==> src/rtl/elbeth_lsu_pkg.sv <==
// Shared encodings for the ELBETH load/store unit.
package elbeth_lsu_pkg;

    typedef enum logic [1:0] {
        MEM_BYTE = 2'b00,
        MEM_HALF = 2'b01,
        MEM_WORD = 2'b10,
        MEM_ILL  = 2'b11
    } mem_size_e;

    typedef enum logic [1:0] {
        S_IDLE = 2'b00,
        S_REQ  = 2'b01,
        S_DONE = 2'b10
    } lsu_state_e;

    // Illegal size counts as a fault alongside misalignment.
    function automatic logic lsu_bad_shape(logic [1:0] size, logic [1:0] a);
        case (size)
            MEM_BYTE: return 1'b0;
            MEM_HALF: return a[0];
            MEM_WORD: return |a;
            default:  return 1'b1;
        endcase
    endfunction

endpackage

==> src/rtl/elbeth_lsu_align.sv <==
// Byte-lane steering for stores and extraction/extension for loads.
module elbeth_lsu_align
    import elbeth_lsu_pkg::*;
(
    input  logic [1:0]  addr_i,
    input  logic [1:0]  size_i,
    input  logic        unsigned_i,
    input  logic [31:0] wdata_i,
    input  logic [31:0] rdata_i,
    output logic [3:0]  wr_o,
    output logic [31:0] wdata_o,
    output logic [31:0] rdata_o
);

    logic [31:0] shifted;

    assign shifted = rdata_i >> {addr_i, 3'b000};

    always_comb begin
        wr_o    = 4'b0000;
        wdata_o = wdata_i;
        rdata_o = rdata_i;
        case (size_i)
            MEM_BYTE: begin
                wr_o    = 4'b0001 << addr_i;
                wdata_o = {4{wdata_i[7:0]}};
                rdata_o = unsigned_i ? {24'b0, shifted[7:0]}
                                     : {{24{shifted[7]}}, shifted[7:0]};
            end
            MEM_HALF: begin
                wr_o    = addr_i[1] ? 4'b1100 : 4'b0011;
                wdata_o = {2{wdata_i[15:0]}};
                rdata_o = unsigned_i ? {16'b0, shifted[15:0]}
                                     : {{16{shifted[15]}}, shifted[15:0]};
            end
            MEM_WORD: begin
                wr_o    = 4'b1111;
                wdata_o = wdata_i;
                rdata_o = rdata_i;
            end
            default: begin
                wr_o    = 4'b0000;
                wdata_o = wdata_i;
                rdata_o = rdata_i;
            end
        endcase
    end

endmodule

==> src/rtl/elbeth_lsu.sv <==
// Load/store unit: one memory transaction per request, with
// alignment, range and timeout fault reporting.
module elbeth_lsu
    import elbeth_lsu_pkg::*;
#(
    parameter int AW      = 8,
    parameter int TIMEOUT = 15
) (
    input  logic          clk,
    input  logic          rst,
    input  logic          lsu_req,
    input  logic          lsu_we,
    input  logic [1:0]    lsu_size,
    input  logic          lsu_unsigned,
    input  logic [31:0]   lsu_addr,
    input  logic [31:0]   lsu_wdata,
    output logic          lsu_busy,
    output logic          lsu_done,
    output logic          lsu_err,
    output logic [31:0]   lsu_rdata,
    output logic          mem_enable,
    output logic [AW-1:0] mem_addr,
    output logic [31:0]   mem_wdata,
    output logic [3:0]    mem_wr,
    input  logic [31:0]   mem_rdata,
    input  logic          mem_ready
);

    localparam int CW = $clog2(TIMEOUT + 1);

    lsu_state_e    state_q, state_d;
    logic [AW+1:0] addr_q, addr_d;
    logic [1:0]    size_q, size_d;
    logic          we_q, we_d;
    logic          uns_q, uns_d;
    logic [31:0]   wdata_q, wdata_d;
    logic [CW-1:0] cnt_q, cnt_d;
    logic          first_q, first_d;
    logic          err_q, err_d;
    logic [31:0]   rdata_q, rdata_d;

    logic [3:0]    al_wr;
    logic [31:0]   al_rdata;
    logic          fault;

    elbeth_lsu_align u_align (
        .addr_i     (addr_q[1:0]),
        .size_i     (size_q),
        .unsigned_i (uns_q),
        .wdata_i    (wdata_q),
        .rdata_i    (mem_rdata),
        .wr_o       (al_wr),
        .wdata_o    (mem_wdata),
        .rdata_o    (al_rdata)
    );

    assign fault = lsu_bad_shape(lsu_size, lsu_addr[1:0])
                 | (|(lsu_addr >> (AW + 2)));

    always_ff @(posedge clk or posedge rst) begin
        if (rst) begin
            state_q <= S_IDLE;
            addr_q  <= '0;
            size_q  <= 2'b00;
            we_q    <= 1'b0;
            uns_q   <= 1'b0;
            wdata_q <= '0;
            cnt_q   <= '0;
            first_q <= 1'b0;
            err_q   <= 1'b0;
            rdata_q <= '0;
        end else begin
            state_q <= state_d;
            addr_q  <= addr_d;
            size_q  <= size_d;
            we_q    <= we_d;
            uns_q   <= uns_d;
            wdata_q <= wdata_d;
            cnt_q   <= cnt_d;
            first_q <= first_d;
            err_q   <= err_d;
            rdata_q <= rdata_d;
        end
    end

    always_comb begin
        state_d    = state_q;
        addr_d     = addr_q;
        size_d     = size_q;
        we_d       = we_q;
        uns_d      = uns_q;
        wdata_d    = wdata_q;
        cnt_d      = cnt_q;
        first_d    = 1'b0;
        err_d      = err_q;
        rdata_d    = rdata_q;
        mem_enable = 1'b0;
        mem_wr     = 4'b0000;
        case (state_q)
            S_IDLE: begin
                if (lsu_req) begin
                    addr_d  = lsu_addr[AW+1:0];
                    size_d  = lsu_size;
                    we_d    = lsu_we;
                    uns_d   = lsu_unsigned;
                    wdata_d = lsu_wdata;
                    if (fault) begin
                        err_d   = 1'b1;
                        state_d = S_DONE;
                    end else begin
                        cnt_d   = '0;
                        first_d = 1'b1;
                        state_d = S_REQ;
                    end
                end
            end
            S_REQ: begin
                mem_enable = 1'b1;
                // Strobes only on the first cycle so a slow memory
                // never sees the write twice.
                if (first_q && we_q) begin
                    mem_wr = al_wr;
                end
                cnt_d = cnt_q + 1'b1;
                if (mem_ready) begin
                    err_d   = 1'b0;
                    state_d = S_DONE;
                    if (!we_q) begin
                        rdata_d = al_rdata;
                    end
                end else if (cnt_q == CW'(TIMEOUT)) begin
                    err_d   = 1'b1;
                    state_d = S_DONE;
                end
            end
            S_DONE: begin
                state_d = S_IDLE;
            end
            default: begin
                state_d = S_IDLE;
            end
        endcase
    end

    assign mem_addr  = addr_q[AW+1:2];
    assign lsu_busy  = (state_q != S_IDLE);
    assign lsu_done  = (state_q == S_DONE);
    assign lsu_err   = err_q;
    assign lsu_rdata = rdata_q;

endmodule

==> config.mk <==
export PLATFORM = sky130hd
export DESIGN_NAME = elbeth_lsu
export DESIGN_NICKNAME = d
export VERILOG_FILES = /design/src/rtl/elbeth_lsu_pkg.sv /design/src/rtl/elbeth_lsu_align.sv /design/src/rtl/elbeth_lsu.sv
export SDC_FILE = /design/constraint.sdc
export NUM_CORES = 1
export LEC_CHECK = 0
export ABC_AREA = 1
export CAP_MARGIN = 20
export CORE_MARGIN = 10
export CORE_UTILIZATION = 40
export DETAILED_ROUTE_END_ITERATION = 10
export DONT_BUFFER_PORTS = 1
export GPL_TIMING_DRIVEN = 0
export PLACE_DENSITY_LB_ADDON = 0.3
export SYNTH_ARGS = -nofsm -noshare
export SYNTH_HDL_FRONTEND = slang
export SYNTH_HIERARCHICAL = 1
export SYNTH_SLANG_ARGS = --single-unit
==> constraint.sdc <==
create_clock -name clk -period 2.85 [get_ports clk]
set_input_delay 0.4275 -clock clk [delete_from_list [all_inputs] [get_ports clk]]
set_output_delay 0.4275 -clock clk [all_outputs]
set_load 0.02 [all_outputs]
Word-level counts from Yosys, hierarchy flattened
Cells that the tools add are included.
Widths: inputs -> output; s select.
Storage, ports and cells
  register bits after elaboration: 86
  latch bits: 0
  RAM bits: 0
  ROM bits: 0
  input port bits: 104
  output and inout bits: 80
  logic and storage cells: 65
  memories kept: 0
Operators by class
  add/sub/neg operators: 1
  multipliers: 0
  divide/modulo/power cells: 0
  order comparisons: 0
  eq/ne operators: 11
  shift operators: 2
  mux-type cells: 26
  bitwise logic cells: 2
  reduce and logical (&&, ||, !) cells: 13
Operators by type and width (number)
  $pmux 32 s2: 2
  $mux 32: 2
  $shr 32x5->16: 1
  $reduce_or 22->1: 1
  $mux 4: 5
  $pmux 4 s3: 1
  $mux 1: 8
  $mux 2: 4
  $pmux 4 s2: 1
  $eq 2x1->1 const B: 3
  $eq 2x2->1 const B: 3
  $logic_not 2->1: 3
  $ne 2x2->1 const B: 3
  $reduce_and 3->1: 2
  $add 4x1->4 const B: 1
  $eq 4x4->1 const B: 1
  $pmux 2 s2: 1
  $reduce_and 2->1: 2
  $reduce_and 4->1: 1
  $reduce_bool 2->1: 2
  $shl 1x2->4 const A: 1
  $ne 3x3->1 const B: 1
  $pmux 1 s3: 1
  $pmux 1 s2: 1
  other kinds (4): 4

Logic depth before layout (Yosys ltp)
  depth in word-level cells: 6
  mapped depth: 10
  gate-level depth less buffers: 9

Modules after synthesis
The synthesis kept the hierarchy.
Modules (own cells, without submodules)
  elbeth_lsu: times used 1, cells an instance 269, area each 3687.3 µm², seq. area each 2152.1 µm²
  elbeth_lsu_align: times used 1, cells an instance 270, area each 1310.0 µm², seq. area each 0.0 µm²

Worst setup path after synthesis
OpenSTA, ideal clock, no wires.
  kind: flip-flop to output port
  from: register addr_q[1]
  to: output port mem_wr[0]
  arrival time: 1.357 ns
  required time: 2.423 ns
  setup slack: 1.066 ns
  cell stages (with the launch flop): 7
  buffers on the path: 1
  path through: dfrtp_1 buf_6 o21ai_1 nand2_1 o21ai_1 nand2_1 nor2_1
Between the ends
  word-level cells in the longest chain between the ends: 4
RTL lines
  start, declared: line elbeth_lsu.sv:32  | logic [AW+1:0] addr_q, addr_d;
  start signal, assigned: line elbeth_lsu.sv:74  | addr_q <= addr_d;
  $mux 4 or $shl 1x2->4 (tied branches): line elbeth_lsu_align.sv:31, elbeth_lsu_align.sv:25
  $pmux 4 s3 (*): line elbeth_lsu_align.sv:23  | case (size_i)
  net al_wr[0]: line elbeth_lsu.sv:42  | logic [3:0] al_wr;
  $mux 4 (*): line elbeth_lsu.sv:121  | if (first_q && we_q) begin
  $mux 4 (*): line elbeth_lsu.sv:99  | case (state_q)
  end, declared: line elbeth_lsu.sv:24  | output logic [3:0] mem_wr,
The timed path passes the listed nets; every way through them passes the cells marked *.

Worst setup path in the final report
  from: register addr_q[0]
  to: output port mem_wr[0]
Between the ends
  word-level cells in the longest chain between the ends: 4
RTL lines
  $shl 1x2->4: line elbeth_lsu_align.sv:25  | wr_o = 4'b0001 << addr_i;
  $pmux 4 s3: line elbeth_lsu_align.sv:23
  net al_wr[0]: line elbeth_lsu.sv:42
  $mux 4: line elbeth_lsu.sv:121
  $mux 4: line elbeth_lsu.sv:99
The timed path passes the listed nets, and every way through them passes these cells.

==> out/results.txt <==
fin. max-slew vios: 0
global route total overflow: 0
CP Launch Type: register
final hold violations: 0
core box area: 12100 sq um
# IOs: 184
share of layout cells above drive strength 1: 27.6%
multi-input logic area: 2390 sq um
register area: 2150 sq um
max_cap viols: 0
Pint: 0.00248 W
worst endpoint required time: 2.42 ns
number of global-route vias before repair: 3880
largest net degree at the start of global routing: 51
Final Skew: 0.00439 ns
Synth area leaders: dfrtp_1 43%, nand2_1 15%, mux2_2 9.9%
VDD IR max: 0.417 mV
post-synth top area cell: dfrtp_1
Final Power: 0.00363 W
total wire length: 14600 um
RSZ-0062 raised after global routing: false
critical path type: reg2out
Routed WL per cell: 20.2 um
HP Class: in2reg
Iteration-0 DRC Markers: 223
FILL cells: 1212
standard-cell rows: 40
Reg power frac: 40.1%
largest fanout on the critical path: 8
initial antenna violation count: 1
Root Driver: clkbuf_16
Lkg Pwr: 2.85 nW
nets: 657
Ys Warns: 6
Initial Util: 41.3%
status: finished clean
Antenna Violating Nets Remaining: 0
CTS-repair resized insts: 0
total die area: 17400 sq um
total CTS buffers: 9
DP Worst Slack: 0.690 ns
Synth top cells by count: 199 x nand2_1, 86 x dfrtp_1, 47 x nand3_1
setup slack after layout: 0.340 ns
worst skew pair latency: 0.34 ns
sw frac: 31.8%
Slew @ Worst Pin: 0.833 ns
Vias: 3726
Post-Syn Area: 5000 sq um
Setup violations, final: 0
clock sink count: 86
# hold bufs at CTS: 1
Switch Pwr: 0.00116 W
Clock Pin Slew Worst Setup and Hold Paths: 0.06 ns
Clock Power Share: 35.1%
mean area per synthesized cell: 9.27 sq um
HPWL Detailed: 11800 um
Bufs on Longest Clock Path: 2
main flop type after synthesis: dfrtp_1
syn_nets: 644
Synth top area share: 43.1%
CTS tree: built
1st-pass router iterations: 5
Rel. slew slack: 43.9%
CP Capture Type: primary output
Final period util: 88.1%
Arr. time, crit path: 2.08 ns
ANT cells: 0
most numerous cell in the Yosys netlist: nand2_1
Gate power share: 24.8%
Tot GR Track Use: 16.6%
H-tree depth: 3
pwr dens: 652 nW/um^2
Syn-to-layout area delta: 11.4%
synthesized flop and latch total: 86
vias per cell: 5.15
I/O Buffers: 0
Max Fclk: 398 MHz
Post CTS Setup Buffer Count: 0
asr flop ratio synth: 100%
global-route wire length before repair: 22500 um
fin crit period: 2.51 ns
Post-synth EDFFs: 0
register area share after synthesis: 43.1%
Die Ht: 132 um
DRC viols: 0
DIE WIDTH: 132 um
Placer Congestion: 0.793
Netlist cell types: 29
Syn Inst Count: 539
## worst max-delay path: stages, from the launching register on
cell and delay (ns):
dfrtp_1 0.40, buf_6 0.16, o21ai_1 0.51, nand2_1 0.10
o21ai_1 0.11, nand2_1 0.07, nor2_1 0.40
## metal layers
metal | up-vias | GRT usage (%) | share of wire, %
li1 | 1758 | - | -
met1 | 1764 | 17.8 | 37
met2 | 175 | 25.7 | 46
met3 | 27 | 10.3 | 15
met4 | 2 | 7.42 | 2.4
met5 | - | 0 | 0.048
## state kept, by name, indices dropped and copies added, names as in the netlist
| register | count |
|---|---|
| first_q | 1 |
| we_q | 1 |
| size_q | 2 |
| lsu_err | 1 |
| state_q | 2 |
| lsu_rdata | 32 |
| wdata_q | 32 |
| addr_q | 10 |
| uns_q | 1 |
| cnt_q | 4 |
## cell type report
type,count,share of cell area [%]
clock buffers,11,4.54
well taps,168,3.77
repair buffers,2,0.674
multi-input cells,391,43.0
plain buffers,39,6.47
inverters,23,1.69
clock inverters,3,1.24
flip-flops and latches,86,38.6
## per-stage QoR
step	cells	util, %	hold slack (ns)	instance area [sq um]	TNS [ns]
finish	723	46.0	0.234	5570	0
global route	723	46.0	0.218	5570	0
CTS	723	46.0	0.216	5570	0
detailed placement	708	43.2	0.353	5240	0
global placement	707	43.0	0.488	5210	-58.83
floorplan	539	-	0.475	5000	0
## power by group through the flow
stage                     Clock (W)  Combinational, W  Sequential, W
final                       0.00127          0.000901        0.00146
after global routing        0.00137          0.000997        0.00147
after CTS                   0.00131          0.000918        0.00146
after detailed placement          0          0.000914        0.00148
after global placement            0          0.000890        0.00147
after floorplan                   0          0.000748        0.00144
## placed cells by master, fill, tap and decap left out, types with 2 or more instances in the layout
master / synthesis / routed
nand2_1: 199 / 199
dfrtp_1: 86 / 86
nand3_1: 47 / 47
mux2_2: 44 / 44
mux2_4: 30 / 30
nor2_1: 27 / 27
buf_4: 19 / 19
inv_1: 18 / 17
o21ai_0: 11 / 11
buf_6: 10 / 10
clkbuf_16: 0 / 9
nand3_2: 8 / 8
nor2_4: 6 / 6
buf_12: 4 / 4
clkbuf_1: 4 / 4
nand2_4: 3 / 3
or2_2: 3 / 3
inv_2: 3 / 3
nand2_2: 2 / 2
nor3_1: 2 / 2
clkbuf_8: 0 / 2
bufinv_16: 0 / 2
buf_2: 2 / 2
o21ai_1: 2 / 2
o211ai_1: 2 / 2
## final timing paths
check	from	endpoint	slack [ns]	depth (start not counted)
max in group asynchronous	rst	wdata_q[25]$_DFFE_PP0P_	1.64	3
min in group asynchronous	rst	lsu_rdata[26]$_DFFE_PP0P_	0.60	2
worst max-delay path	addr_q[0]$_DFFE_PP0P_	mem_wr[0]	0.34	6
worst min register to register	addr_q[4]$_DFFE_PP0P_	addr_q[4]$_DFFE_PP0P_	0.50	1
worst max register to register	addr_q[0]$_DFFE_PP0P_	lsu_rdata[24]$_DFFE_PP0P_	1.26	10
worst min-delay path	lsu_wdata[15]	wdata_q[15]$_DFFE_PP0P_	0.23	1
## cell families (layout without fill, tap and decap cells)
group | count (synthesis) | count (layout) | share of synthesized area (%)
compound gates | 16 | 16 | 1.70
fa+ha+maj | 1 | 1 | 0.250
buf+inv | 62 | 78 | 9.04
flops | 86 | 86 | 43.1
mux | 74 | 74 | 18.9
simple gates | 300 | 300 | 27.0
Power figures use the tool's default switching activity.
